[src/rtl/lcd_frame_downscaler_if.sv]
// Video-in / FIFO-write-port bundle for the frame downscaler.
// The slave modport is the downscaler; the master side feeds video and watches the write port.
interface lcd_frame_downscaler_if #(
  parameter int DATA_W = 16
);
  logic              vs_in;
  logic              de_in;
  logic [DATA_W-1:0] pix_in;
  logic              wr_req;
  logic [DATA_W-1:0] wr_data;
  logic              wr_load;
  logic              frame_done;
  logic              frame_err;

  modport master (
    output vs_in, de_in, pix_in,
    input  wr_req, wr_data, wr_load, frame_done, frame_err
  );

  modport slave (
    input  vs_in, de_in, pix_in,
    output wr_req, wr_data, wr_load, frame_done, frame_err
  );
endinterface

[src/rtl/lcd_frame_downscaler.sv]
// Nearest-neighbour frame downscaler feeding the SDRAM write-port FIFO.
// Decimates SRC_W x SRC_H to DST_W x DST_H with Bresenham accumulators,
// pulses wr_load at every frame start and flags short/long/aborted frames.
module lcd_frame_downscaler #(
  parameter int DATA_W   = 16,
  parameter int SRC_W    = 800,
  parameter int SRC_H    = 480,
  parameter int DST_W    = 480,
  parameter int DST_H    = 272,
  parameter int LOAD_CYC = 8
) (
  input logic clk,
  input logic rst,
  lcd_frame_downscaler_if.slave bus
);

  localparam int HACC_W = $clog2(SRC_W + DST_W);
  localparam int VACC_W = $clog2(SRC_H + DST_H);
  localparam int X_W    = $clog2(SRC_W + 1);
  localparam int LINE_W = $clog2(SRC_H + 1);
  localparam int OUT_W  = $clog2(DST_W * DST_H + 1);
  localparam int LCNT_W = $clog2(LOAD_CYC + 1);

  localparam logic [HACC_W-1:0] H_SRC  = HACC_W'(SRC_W);
  localparam logic [HACC_W-1:0] H_DST  = HACC_W'(DST_W);
  localparam logic [HACC_W-1:0] H_INIT = HACC_W'(SRC_W - DST_W);
  localparam logic [VACC_W-1:0] V_SRC  = VACC_W'(SRC_H);
  localparam logic [VACC_W-1:0] V_DST  = VACC_W'(DST_H);
  localparam logic [VACC_W-1:0] V_INIT = VACC_W'(SRC_H - DST_H);
  localparam logic [X_W-1:0]    X_MAX  = X_W'(SRC_W);
  localparam logic [LINE_W-1:0] LINE_LAST = LINE_W'(SRC_H - 1);
  localparam logic [OUT_W-1:0]  OUT_FULL  = OUT_W'(DST_W * DST_H);
  localparam logic [LCNT_W-1:0] LOAD_LAST = LCNT_W'(LOAD_CYC - 1);

  typedef enum logic [1:0] {S_IDLE, S_LOAD, S_ACTIVE} state_t;

  state_t state, state_d;

  logic              vs_s, vs_r, de_s, de_r;
  logic [DATA_W-1:0] pix_s;
  logic [HACC_W-1:0] hacc;
  logic [VACC_W-1:0] vacc;
  logic [X_W-1:0]    src_x;
  logic [LINE_W-1:0] line_cnt;
  logic [OUT_W-1:0]  out_cnt;
  logic [LCNT_W-1:0] load_cnt;
  logic              line_on, line_keep, frame_bad;
  logic              wr_req_q, wr_load_q, frame_done_q, frame_err_q;
  logic [DATA_W-1:0] wr_data_q;

  logic              vs_rise, de_rise, de_fall, in_active;
  logic              line_start, pix_valid, line_end, last_line;
  logic [HACC_W-1:0] h_cur, h_sum;
  logic [VACC_W-1:0] v_sum;
  logic [X_W-1:0]    x_cur;
  logic              x_ok, line_keep_now, keep, short_line, long_px;
  logic              done_d, err_set;

  // Input register stage; also provides the delayed copies for edge detection.
  always_ff @(posedge clk or posedge rst) begin
    if (rst) begin
      vs_s  <= 1'b0;
      vs_r  <= 1'b0;
      de_s  <= 1'b0;
      de_r  <= 1'b0;
      pix_s <= '0;
    end else begin
      vs_s  <= bus.vs_in;
      vs_r  <= vs_s;
      de_s  <= bus.de_in;
      de_r  <= de_s;
      pix_s <= bus.pix_in;
    end
  end

  // Edge decode plus horizontal/vertical keep decisions for the registered pixel.
  always_comb begin
    vs_rise       = vs_s & ~vs_r;
    de_rise       = de_s & ~de_r;
    de_fall       = de_r & ~de_s;
    in_active     = (state == S_ACTIVE);
    line_start    = in_active & de_rise;
    pix_valid     = in_active & de_s & (de_rise | line_on);
    line_end      = in_active & de_fall & line_on;
    last_line     = line_end & (line_cnt == LINE_LAST);
    h_cur         = line_start ? H_INIT : hacc;
    h_sum         = h_cur + H_DST;
    x_cur         = line_start ? '0 : src_x;
    x_ok          = (x_cur < X_MAX);
    v_sum         = vacc + V_DST;
    line_keep_now = line_start ? (v_sum >= V_SRC) : line_keep;
    keep          = pix_valid & x_ok & line_keep_now & (h_sum >= H_SRC) & ~vs_rise;
    short_line    = line_end & (src_x != X_MAX);
    long_px       = pix_valid & ~x_ok;
    done_d        = last_line & ~vs_rise & ~frame_bad & ~short_line & (out_cnt == OUT_FULL);
    err_set       = (vs_rise & (state != S_IDLE)) | short_line | long_px |
                    (last_line & ~vs_rise & (out_cnt != OUT_FULL));
  end

  // Next-state logic: a new vs edge always wins and (re)starts the load window.
  always_comb begin
    state_d = state;
    case (state)
      S_IDLE:   if (vs_rise) state_d = S_LOAD;
      S_LOAD:   if (!vs_rise && load_cnt == LOAD_LAST) state_d = S_ACTIVE;
      S_ACTIVE: begin
        if (vs_rise)        state_d = S_LOAD;
        else if (last_line) state_d = S_IDLE;
      end
      default:  state_d = S_IDLE;
    endcase
  end

  // State register.
  always_ff @(posedge clk or posedge rst) begin
    if (rst) state <= S_IDLE;
    else     state <= state_d;
  end

  // Accumulators and frame counters: cleared during LOAD, advanced per pixel/line in ACTIVE.
  always_ff @(posedge clk or posedge rst) begin
    if (rst) begin
      hacc      <= '0;
      vacc      <= '0;
      src_x     <= '0;
      line_cnt  <= '0;
      out_cnt   <= '0;
      load_cnt  <= '0;
      line_on   <= 1'b0;
      line_keep <= 1'b0;
      frame_bad <= 1'b0;
    end else begin
      load_cnt <= (state == S_LOAD && !vs_rise) ? load_cnt + 1'b1 : '0;
      if (state == S_LOAD) begin
        hacc      <= H_INIT;
        vacc      <= V_INIT;
        src_x     <= '0;
        line_cnt  <= '0;
        out_cnt   <= '0;
        line_on   <= 1'b0;
        line_keep <= 1'b0;
        frame_bad <= 1'b0;
      end else begin
        if (err_set) frame_bad <= 1'b1;
        if (line_start) begin
          vacc      <= (v_sum >= V_SRC) ? v_sum - V_SRC : v_sum;
          line_keep <= (v_sum >= V_SRC);
          line_on   <= 1'b1;
        end
        if (pix_valid && x_ok) begin
          hacc  <= (h_sum >= H_SRC) ? h_sum - H_SRC : h_sum;
          src_x <= x_cur + 1'b1;
        end
        if (keep) out_cnt <= out_cnt + 1'b1;
        if (line_end) begin
          line_on  <= 1'b0;
          line_cnt <= line_cnt + 1'b1;
        end
      end
    end
  end

  // Output register stage; every output comes straight from a flop.
  always_ff @(posedge clk or posedge rst) begin
    if (rst) begin
      wr_req_q     <= 1'b0;
      wr_data_q    <= '0;
      wr_load_q    <= 1'b0;
      frame_done_q <= 1'b0;
      frame_err_q  <= 1'b0;
    end else begin
      wr_req_q     <= keep;
      if (keep) wr_data_q <= pix_s;
      wr_load_q    <= (state_d == S_LOAD);
      frame_done_q <= done_d;
      if (err_set) frame_err_q <= 1'b1;
    end
  end

  assign bus.wr_req     = wr_req_q;
  assign bus.wr_data    = wr_data_q;
  assign bus.wr_load    = wr_load_q;
  assign bus.frame_done = frame_done_q;
  assign bus.frame_err  = frame_err_q;

endmodule

[src/flat_wrapper.sv]
// flat-port wrapper written by rule: the top's interface ports become plain ports
module lcd_frame_downscaler_flat 
#(
  parameter int DATA_W   = 16,
  parameter int SRC_W    = 800,
  parameter int SRC_H    = 480,
  parameter int DST_W    = 480,
  parameter int DST_H    = 272,
  parameter int LOAD_CYC = 8
)
  (clk, rst, bus_vs_in, bus_de_in, bus_pix_in, bus_wr_req, bus_wr_data, bus_wr_load, bus_frame_done, bus_frame_err);
  lcd_frame_downscaler_if #(.DATA_W(DATA_W)) bus_i ();
  input logic clk;
  input logic rst;
  input wire logic [$bits(bus_i.vs_in)-1:0] bus_vs_in;
  input wire logic [$bits(bus_i.de_in)-1:0] bus_de_in;
  input wire logic [$bits(bus_i.pix_in)-1:0] bus_pix_in;
  output wire logic [$bits(bus_i.wr_req)-1:0] bus_wr_req;
  output wire logic [$bits(bus_i.wr_data)-1:0] bus_wr_data;
  output wire logic [$bits(bus_i.wr_load)-1:0] bus_wr_load;
  output wire logic [$bits(bus_i.frame_done)-1:0] bus_frame_done;
  output wire logic [$bits(bus_i.frame_err)-1:0] bus_frame_err;
  assign bus_i.vs_in = bus_vs_in;
  assign bus_i.de_in = bus_de_in;
  assign bus_i.pix_in = bus_pix_in;
  assign bus_wr_req = bus_i.wr_req;
  assign bus_wr_data = bus_i.wr_data;
  assign bus_wr_load = bus_i.wr_load;
  assign bus_frame_done = bus_i.frame_done;
  assign bus_frame_err = bus_i.frame_err;
  lcd_frame_downscaler #(.DATA_W(DATA_W), .SRC_W(SRC_W), .SRC_H(SRC_H), .DST_W(DST_W), .DST_H(DST_H), .LOAD_CYC(LOAD_CYC)) u_core (.clk(clk), .rst(rst), .bus(bus_i));
endmodule
[config.mk]
export PLATFORM = sky130hd
export DESIGN_NAME = lcd_frame_downscaler_flat
export DESIGN_NICKNAME = d
export VERILOG_FILES = /design/src/rtl/lcd_frame_downscaler_if.sv /design/src/rtl/lcd_frame_downscaler.sv /design/src/flat_wrapper.sv
export SDC_FILE = /design/constraint.sdc
export NUM_CORES = 1
export LEC_CHECK = 0
export BUFFER_PORTS_ARGS = -buffer_cell sky130_fd_sc_hd__buf_2
export CORE_MARGIN = 2
export CORE_UTILIZATION = 60
export DETAILED_ROUTE_END_ITERATION = 6
export PLACE_DENSITY = 0.8
export SLEW_MARGIN = 25
export SYNTH_ARGS = -nofsm -noshare
export SYNTH_HDL_FRONTEND = slang
export SYNTH_SLANG_ARGS = --single-unit
[constraint.sdc]
create_clock -name clk -period 3.6 [get_ports clk]
set_input_delay 0.54 -clock clk [delete_from_list [all_inputs] [get_ports clk]]
set_output_delay 0.54 -clock clk [all_outputs]
set_load 0.02 [all_outputs]
==> flow_summary.json, run 1 <==
{
  "postCtsHoldBufs": 0,
  "yosysWarnings": 0,
  "grt_max_degree": 64,
  "tritoncts": "built",
  "drtIter0Drc": 288,
  "dp_cells": 598,
  "holdCritPathClass": "primary input to flip-flop",
  "rr_worst_depth": 8,
  "finalWorstPathRequiredPeriod_ns": 3.321,
  "synth_nets": 499,
  "clock_latency_ns": 0.38,
  "drive_above_1_share_pct": 17.09,
  "ir_worst_vdd_uv": 274.0,
  "mostFrequentLayoutCells": "102 x dfrtp_1, 39 x buf_2, 34 x nor2_1",
  "worstHoldPathCells": 1,
  "vias": 3756,
  "synth-seq-cells": 102,
  "core_um2": 8093,
  "final.setup.tns_ns": 0,
  "p_switching_mw": 0.7087,
  "die_h_um": 94.54,
  "cp_max_fo": 25,
  "dieArea_um2": 8938,
  "io_buffers": 39,
  "drc": 0,
  "maxSlewViolCount": 0,
  "wire_per_inst_um": 15.72,
  "clk_pin_slew_ns": 0.11,
  "ant_nets": 0,
  "end_kind": "flip-flop",
  "fmax_ghz": 0.3011,
  "pwr-share-comb_pct": 14.3,
  "holdCritStartpoint": "bus_pix_in[9]",
  "final_cells": 614,
  "drt-total-wl_um": 9655,
  "setup_viol": 0,
  "synthFlopType": "dfrtp_1",
  "synth_edf_count": 0,
  "pwr-share-seq_pct": 52.9,
  "final_common_cell": "dfrtp_1",
  "start_util_pct": 60.78,
  "grt_use_total_pct": 23.79,
  "rsz0062_at_grt": "no",
  "critical_path_class": "flip-flop to flip-flop",
  "maxCapViolCount": 0,
  "grt_pass1_wl_um": 16540,
  "r2r-start": "u_core.state[0]$_DFF_PP0_",
  "min_to": "u_core.pix_s[9]$_DFF_PP0_",
  "clkPwrFrac_pct": 32.8,
  "final_nets": 534,
  "avgSynthCellArea_um2": 10.49,
  "htree_levels": 3,
  "dpl.hpwl_um": 6703,
  "synth.distinct_cells": 64,
  "cts_max_path_buffers": 2,
  "synth-async-reset-ratio_pct": 100.0,
  "syn_to_final_growth_pct": 9.947,
  "powerDensity_nw_per_um2": 432.9,
  "detail_route.first_pass.iterations": 5,
  "finalWeightedCongestion": 0.9131,
  "clock_skew_ns": 0.009655,
  "worst_slew_pin_slew_ns": 0.7600,
  "crit_path_start_kind": "flip-flop",
  "internal_power_mw": 1.632,
  "outcome": "complete, no violations",
  "finalPower_mw": 2.341,
  "netlist_area_um2": 4918,
  "antenna_found_initial": 0,
  "clockRootBuffer": "clkbuf_8",
  "die_w_um": 94.54,
  "worstPathRequired_ns": 3.86,
  "n_fill_cell": 621,
  "clock_sinks": 102,
  "num_io_pins": 40,
  "cts_buffers": 9,
  "cts_setup_buffers": 0,
  "power_leakage_nw": 2.401,
  "insertedDiodeCount": 0,
  "arrival_ns": 3.58,
  "switching_share_pct": 30.27,
  "regToRegSetupSlack_ns": 0.28,
  "grt_pass1_vias": 3619,
  "vias_per_cell": 6.117,
  "cts_resized": 0,
  "r2r_end": "u_core.bus.wr_data[6]$_DFFE_PP0P_",
  "maxSlewHeadroom_pct": 49.33,
  "fin_crit_sh_pct": 92.26,
  "synthCells": 469,
  "synth.yosys.seq_area_share_pct": 51.90,
  "placementRows": 33,
  "grt-ovfl-total": 0,
  "final_core_util_pct": 66.82,
  "hold_viol": 0
}
-- power groups by stage --
| stage | combinational [mW] | clock [mW] | sequential (mW) |
|---|---|---|---|
| global route | 0.378 | 0.829 | 1.25 |
| floorplan | 0.250 | 0 | 1.24 |
| finish | 0.335 | 0.767 | 1.24 |
| global placement | 0.333 | 0 | 1.25 |
| CTS | 0.339 | 0.784 | 1.24 |
| detailed placement | 0.336 | 0 | 1.26 |
-- worst max path at each step --
stage / from / end / slack, ns / cells after the start
floorplan: rst / u_core.bus.frame_done$_DFF_PP0_ / 0.38 / 1
global placement: u_core.state[0]$_DFF_PP0_ / u_core.bus.wr_data[15]$_DFFE_PP0P_ / 0.50 / 8
detailed placement: u_core.state[0]$_DFF_PP0_ / u_core.bus.wr_data[15]$_DFFE_PP0P_ / 0.35 / 8
CTS: u_core.state[0]$_DFF_PP0_ / u_core.bus.wr_data[2]$_DFFE_PP0P_ / 0.32 / 8
global route: u_core.state[0]$_DFF_PP0_ / u_core.bus.wr_data[2]$_DFFE_PP0P_ / 0.08 / 8
finish: u_core.state[0]$_DFF_PP0_ / u_core.bus.wr_data[6]$_DFFE_PP0P_ / 0.28 / 8
-- layout make-up --
type,count,area (µm²),area share [%]
Multi-Input combinational cell,330,2210,40.86
Clock buffer,9,123.9,2.291
Timing Repair Buffer,45,240.2,4.442
Sequential cell,102,2552,47.20
Inverter,16,62.56,1.157
Tap cell,105,131.4,2.429
Clock inverter,7,87.58,1.620
-- sequential cells by signal, summed over array words and instances, names as in the netlist --
name and count:
u_core.out_cnt 17, u_core.bus.wr_data 16, u_core.pix_s 16, u_core.hacc 11, u_core.src_x 10, u_core.line_cnt 9, u_core.vacc 6, u_core.load_cnt 4
u_core.state 2, u_core.bus.frame_done 1, u_core.bus.frame_err 1, u_core.bus.wr_load 1, u_core.bus.wr_req 1, u_core.de_r 1, u_core.de_s 1, u_core.frame_bad 1
u_core.line_keep 1, u_core.line_on 1, u_core.vs_r 1, u_core.vs_s 1
-- cells by family after synthesis --
logic type / synth area share (%)
AOI/OAI and AO/OA: 14.96
xor gates and xnor gates: 2.671
adders and majority gates: 2.544
buffers and inverters: 3.180
DFF: 51.90
muxes: 4.681
and+or+nand+nor: 20.07
-- Yosys cell counts (all sizes together) (4+ instances only) --
| cell | count | share of area (%) |
|---|---|---|
| mux2i | 5 | 1.0 |
| xnor2 | 5 | 0.89 |
| o21ai | 22 | 2.2 |
| xor2 | 10 | 1.8 |
| nor2b | 4 | 0.51 |
| and3 | 8 | 1.0 |
| ha | 10 | 2.5 |
| nand2b | 4 | 0.51 |
| dfrtp | 102 | 52 |
| or3 | 5 | 0.64 |
| and2 | 11 | 1.4 |
| o31ai | 14 | 2.1 |
| a22o | 4 | 0.71 |
| nor2 | 35 | 2.8 |
| nor3 | 12 | 1.2 |
| or4 | 11 | 1.8 |
| clkbuf | 12 | 0.92 |
| o311ai | 4 | 0.71 |
| inv | 16 | 1.2 |
| nand2 | 32 | 2.4 |
| mux2 | 16 | 3.7 |
| nand4 | 11 | 1.4 |
| a21oi | 21 | 2.1 |
| nor4 | 7 | 0.89 |
| o41ai | 5 | 0.89 |
| nand3 | 28 | 2.8 |
| o21a | 4 | 0.61 |
| buf | 9 | 1.0 |
-- routing by layer --
metal	global-route usage (%)	vias to the layer above	part of all wire [%]
li1	-	1807	-
met3	4.549	14	5.0
met1	32.78	1826	46
met2	36.67	109	48
met4	11.23	0	1.9
met5	0	-	0
-- critical path: stages (launching register included) --
cell and delay, ns:
dfrtp_1 0.53, and4bb_1 0.35, nor2_1 0.08, ha_1 0.29
or3_1 0.41, o2111ai_1 0.25, a31oi_4 0.37, nor2_4 0.51
mux2_2 0.40
-- metrics by stage --
stage,worst slack (ns),hold slack (ns),area (µm²)
final,0.2785,0.2583,5408
after global routing,0.08212,0.2409,5408
after floorplan,0.3845,0.3677,4918
after global placement,0.5026,0.3840,5196
after detailed placement,0.3489,0.3940,5196
after CTS,0.3154,0.2422,5408
No activity file was read; power rests on OpenSTA's default activity.
==> inputs of run 2 (changes only) <==
- CORE_UTILIZATION: 60 -> 56
- PLACE_DENSITY: 0.8 -> 0.75
==> flow_summary.json, run 2 (synthesized netlist as in run 1, its figures left out) <==
{
  "gr-usage-met2_pct": 34.38,
  "io_buffers": 39,
  "htree_levels": 3,
  "cts_max_path_buffers": 2,
  "final.setup.tns_ns": 0,
  "arrival_ns": 3.46,
  "worstPathRequired_ns": 3.87,
  "crit_path_start_kind": "flip-flop",
  "dieArea_um2": 9548,
  "tritoncts": "built",
  "powerDensity_nw_per_um2": 434.1,
  "detail_route.first_pass.iterations": 5,
  "vias_per_cell": 6.134,
  "core_um2": 8636,
  "finalPower_mw": 2.361,
  "finalWeightedCongestion": 0.9124,
  "maxSlewHeadroom_pct": 53.59,
  "clk_pin_slew_ns": 0.11,
  "final_common_cell": "dfrtp_1",
  "cp_max_fo": 19,
  "wire_per_inst_um": 15.77,
  "largest-register": "u_core.out_cnt",
  "hold_viol": 0,
  "grt_pass1_vias": 3648,
  "grt-busiest-layer": "met2",
  "setup_viol": 0,
  "largest_reg_flops": 17,
  "grt_max_degree": 57,
  "cts_buffers": 9,
  "vias": 3797,
  "holdCritPathClass": "primary input to async pin",
  "num_io_pins": 40,
  "die_h_um": 97.72,
  "critical_path_class": "flip-flop to flip-flop",
  "placementRows": 34,
  "start_util_pct": 56.95,
  "r2r-start": "u_core.state[0]$_DFF_PP0_",
  "clock_sinks": 102,
  "insertedDiodeCount": 0,
  "ant_nets": 0,
  "postCtsHoldBufs": 0,
  "cts_setup_buffers": 0,
  "clockRootBuffer": "clkbuf_8",
  "grt_use_met3_pct": 4.676,
  "n_fill_cell": 723,
  "crit_buf_inv": 0,
  "critical_path.top_delay_family": "simple AND/OR/NAND/NOR gates",
  "clock_latency_ns": 0.38,
  "end_kind": "flip-flop",
  "mostFrequentLayoutCells": "102 x dfrtp_1, 39 x buf_2, 34 x nor2_1",
  "clock_skew_ns": 0.008836,
  "dpl.hpwl_um": 6763,
  "crit_path_start": "u_core.state[0]$_DFF_PP0_",
  "worst_slew_pin_slew_ns": 0.6961,
  "grt_pass1_wl_um": 16700,
  "syn_to_final_growth_pct": 10.58,
  "drc": 0,
  "grt_util_met1_pct": 29.12,
  "cts_resized": 0,
  "finalWorstPathRequiredPeriod_ns": 3.189,
  "final_nets": 536,
  "critPathSlowestCell": "dfrtp_1",
  "maxCapViolCount": 0,
  "cpPeakStageDelay_ns": 0.53,
  "outcome": "complete, no violations",
  "antenna_found_initial": 0,
  "grt_use_total_pct": 21.33,
  "cp_cell_sequence": "and4bb_1, nor2_1, ha_1, or3_1, o2111ai_1, a31oi_4, nor2_4, mux2_2",
  "drtIter0Drc": 208,
  "die_w_um": 97.72,
  "fin_crit_sh_pct": 88.59,
  "drive_above_1_share_pct": 17.42,
  "critical_path_depth": 8,
  "grt-ovfl-total": 0,
  "maxSlewViolCount": 0,
  "rr_worst_depth": 8,
  "ir_worst_vdd_uv": 346.6,
  "drt-total-wl_um": 9759,
  "rsz0062_at_grt": "no",
  "fmax_ghz": 0.3136,
  "power_leakage_nw": 2.413
}
run 2: changes by cell type in the layout (fill, tap and decap cells not counted):
cell,delta
buf_4,+2
clkinv_8,+2
clkinv_4,-1
inv_8,-1
run 2: final cells by class:
cell class                 count  area, µm²  area share, %
sequential                   102       2552          46.93
multi-input combinational    330       2210          40.63
timing repair buffer          47      255.2          4.693
tap                          108      135.1          2.484
clock buffer                   9      123.9          2.277
clock inverter                 7      100.1          1.840
inverter                      16      62.56          1.150
run 2: power by group:
group	internal (mW)	leakage (nW)	switching, mW	total (mW)
registers	1.19	1.33	0.0500	1.24
clock network	0.344	0.112	0.439	0.783
logic	0.105	0.967	0.233	0.338
run 2: layer usage:
layer	vias to the layer above	share of wire (%)
met2	101	50
li1	1804	-
met3	13	4.7
met5	-	0
met4	0	1.5
met1	1879	44
run 2: worst reg2reg max path: stages, from the launching register on:
cell       delay [ns]
dfrtp_1          0.53
and4bb_1         0.34
nor2_1           0.08
ha_1             0.28
or3_1            0.41
o2111ai_1        0.24
a31oi_4          0.30
nor2_4           0.50
mux2_2           0.41
run 2: per-stage QoR:
stage	setup slack (ns)	util, %	std cells	area, µm²	hold WS, ns
2_1_floorplan	0.3845	-	469	4918	0.3677
3_3_place_gp	0.5654	60.39	603	5215	0.3774
4_1_cts	0.4168	62.98	619	5439	0.2456
3_5_place_dp	0.4343	60.39	603	5215	0.3863
6_report	0.4107	62.98	619	5439	0.2601
5_1_grt	0.2427	62.98	619	5439	0.2360
run 2: path summary, 6_finish.rpt:
kind | to | slack [ns]
setup reg to reg | u_core.bus.wr_data[8]$_DFFE_PP0P_ | 0.41
min in group clk | u_core.pix_s[1]$_DFF_PP0_ | 0.26
max in group asynchronous | u_core.pix_s[15]$_DFF_PP0_ | 2.54
hold reg to reg | u_core.vs_r$_DFF_PP0_ | 0.41
hold / removal | u_core.load_cnt[2]$_DFF_PP0_ | 0.26
setup / recovery | u_core.bus.wr_data[8]$_DFFE_PP0P_ | 0.41
==> inputs of run 3 (changes only) <==
- CORE_ASPECT_RATIO: unset -> 1.4
==> flow_summary.json, run 3 (synthesized netlist as in run 1, its figures left out) <==
{
  "placementRows": 40,
  "ant_nets": 0,
  "dpl.hpwl_um": 6613,
  "critical_path.top_delay_family": "simple AND/OR/NAND/NOR gates",
  "crit_path_start": "u_core.state[0]$_DFF_PP0_",
  "worstPathRequired_ns": 3.82,
  "outcome": "complete, no violations",
  "r2r-start": "u_core.state[0]$_DFF_PP0_",
  "critPathSlowestCell": "dfrtp_1",
  "grt-ovfl-total": 0,
  "mostFrequentLayoutCells": "102 x dfrtp_1, 39 x buf_2, 34 x nor2_1",
  "crit_end": "u_core.bus.wr_data[14]$_DFFE_PP0P_",
  "critical_path_depth": 8,
  "die_h_um": 114.9,
  "fin_ws_ns": 0.3882,
  "vias": 3732,
  "regToRegSetupSlack_ns": 0.39,
  "r2r_end": "u_core.bus.wr_data[14]$_DFFE_PP0P_",
  "cts_resized": 0,
  "final_core_util_pct": 64.05,
  "vias_per_cell": 6.088,
  "clock_skew_ns": 0.006471,
  "grt_pass1_vias": 3756,
  "start_util_pct": 57.47,
  "postCtsHoldBufs": 0,
  "drtIter0Drc": 223,
  "dieArea_um2": 9559,
  "grt_pass1_wl_um": 16880,
  "cp_cell_sequence": "and4bb_1, nor2_1, ha_1, or3_1, o2111ai_1, a31oi_4, nor2_4, mux2_2",
  "final_common_cell": "dfrtp_1",
  "setup_viol": 0,
  "clock_sinks": 102,
  "cts_setup_buffers": 0,
  "final_cells": 613,
  "power_leakage_nw": 2.431,
  "syn_to_final_growth_pct": 11.45,
  "htree_levels": 3,
  "cts_buffers": 9,
  "drive_above_1_share_pct": 16.73,
  "largest-register": "u_core.out_cnt",
  "placed_area_um2": 5209,
  "rr_worst_depth": 8,
  "ir_worst_vdd_uv": 357.9,
  "insertedDiodeCount": 0,
  "finalWeightedCongestion": 0.9066,
  "maxSlewViolCount": 0,
  "final.setup.tns_ns": 0,
  "wire_per_inst_um": 15.90,
  "final_nets": 534,
  "crit_buf_inv": 0,
  "holdCritPathClass": "primary input to async pin",
  "antenna_found_initial": 0,
  "finalWorstPathRequiredPeriod_ns": 3.212,
  "detail_route.first_pass.iterations": 4,
  "fin_crit_sh_pct": 89.22,
  "num_io_pins": 40,
  "clockRootBuffer": "clkbuf_16",
  "arrival_ns": 3.44,
  "n_fill_cell": 676,
  "powerDensity_nw_per_um2": 452.5,
  "worst_slew_pin_slew_ns": 0.7159,
  "maxCapViolCount": 0,
  "stdcell_area_um2": 5482,
  "cts_max_path_buffers": 2,
  "cp_max_fo": 25,
  "clk_pin_slew_ns": 0.07,
  "dp_slack_ns": 0.4185,
  "die_w_um": 83.21,
  "tritoncts": "built",
  "rsz0062_at_grt": "no",
  "maxSlewHeadroom_pct": 52.27,
  "dp_cells": 598,
  "critical_path_class": "flip-flop to flip-flop",
  "cpPeakStageDelay_ns": 0.51,
  "largest_reg_flops": 17,
  "grt_max_degree": 92,
  "grt_use_total_pct": 21.76,
  "drc": 0,
  "io_buffers": 39,
  "crit_path_start_kind": "flip-flop",
  "hold_viol": 0,
  "clock_latency_ns": 0.34,
  "end_kind": "flip-flop",
  "core_um2": 8558,
  "drt-total-wl_um": 9749,
  "fmax_ghz": 0.3114
}
run 3: cell type report:
| type | instances | area (µm²) | share of cell area [%] |
|---|---|---|---|
| Multi-Input combinational cell | 330 | 2210 | 40.31 |
| Clock inverter | 4 | 30.03 | 0.5478 |
| Clock buffer | 11 | 242.7 | 4.428 |
| Timing Repair Buffer | 45 | 252.7 | 4.611 |
| Sequential cell | 102 | 2552 | 46.56 |
| Inverter | 16 | 62.56 | 1.141 |
| Tap cell | 105 | 131.4 | 2.397 |
run 3: routing by layer:
metal	GRT usage, %	wire, µm	vias up
met3	5.097	419	11
met4	9.071	143	0
li1	-	-	1814
met2	38.87	5148	79
met1	25.25	4037	1828
met5	0	0	-
run 3: how the worst min path moves through the flow:
stage,end,slack [ns],startpoint
final,u_core.pix_s[13]$_DFF_PP0_,0.1,rst
after floorplan,u_core.vs_r$_DFF_PP0_,0.37,u_core.vs_s$_DFF_PP0_
after global placement,u_core.vs_r$_DFF_PP0_,0.38,u_core.vs_s$_DFF_PP0_
after global routing,u_core.pix_s[13]$_DFF_PP0_,0.1,rst
after CTS,u_core.pix_s[15]$_DFF_PP0_,0.09,rst
after detailed placement,u_core.vs_r$_DFF_PP0_,0.39,u_core.vs_s$_DFF_PP0_
run 3: through the flow:
stage | hold slack [ns] | power [mW]
2_1_floorplan | 0.3677 | 1.495
3_3_place_gp | 0.3795 | 1.592
3_5_place_dp | 0.3923 | 1.601
4_1_cts | 0.08987 | 2.499
5_1_grt | 0.09533 | 2.595
6_report | 0.09657 | 2.480
run 3: power by group:
group	total (mW)	switching, mW	internal, mW
clock network	0.901	0.413	0.488
registers	1.24	0.0472	1.19
logic	0.341	0.236	0.104
total	2.48	0.697	1.78
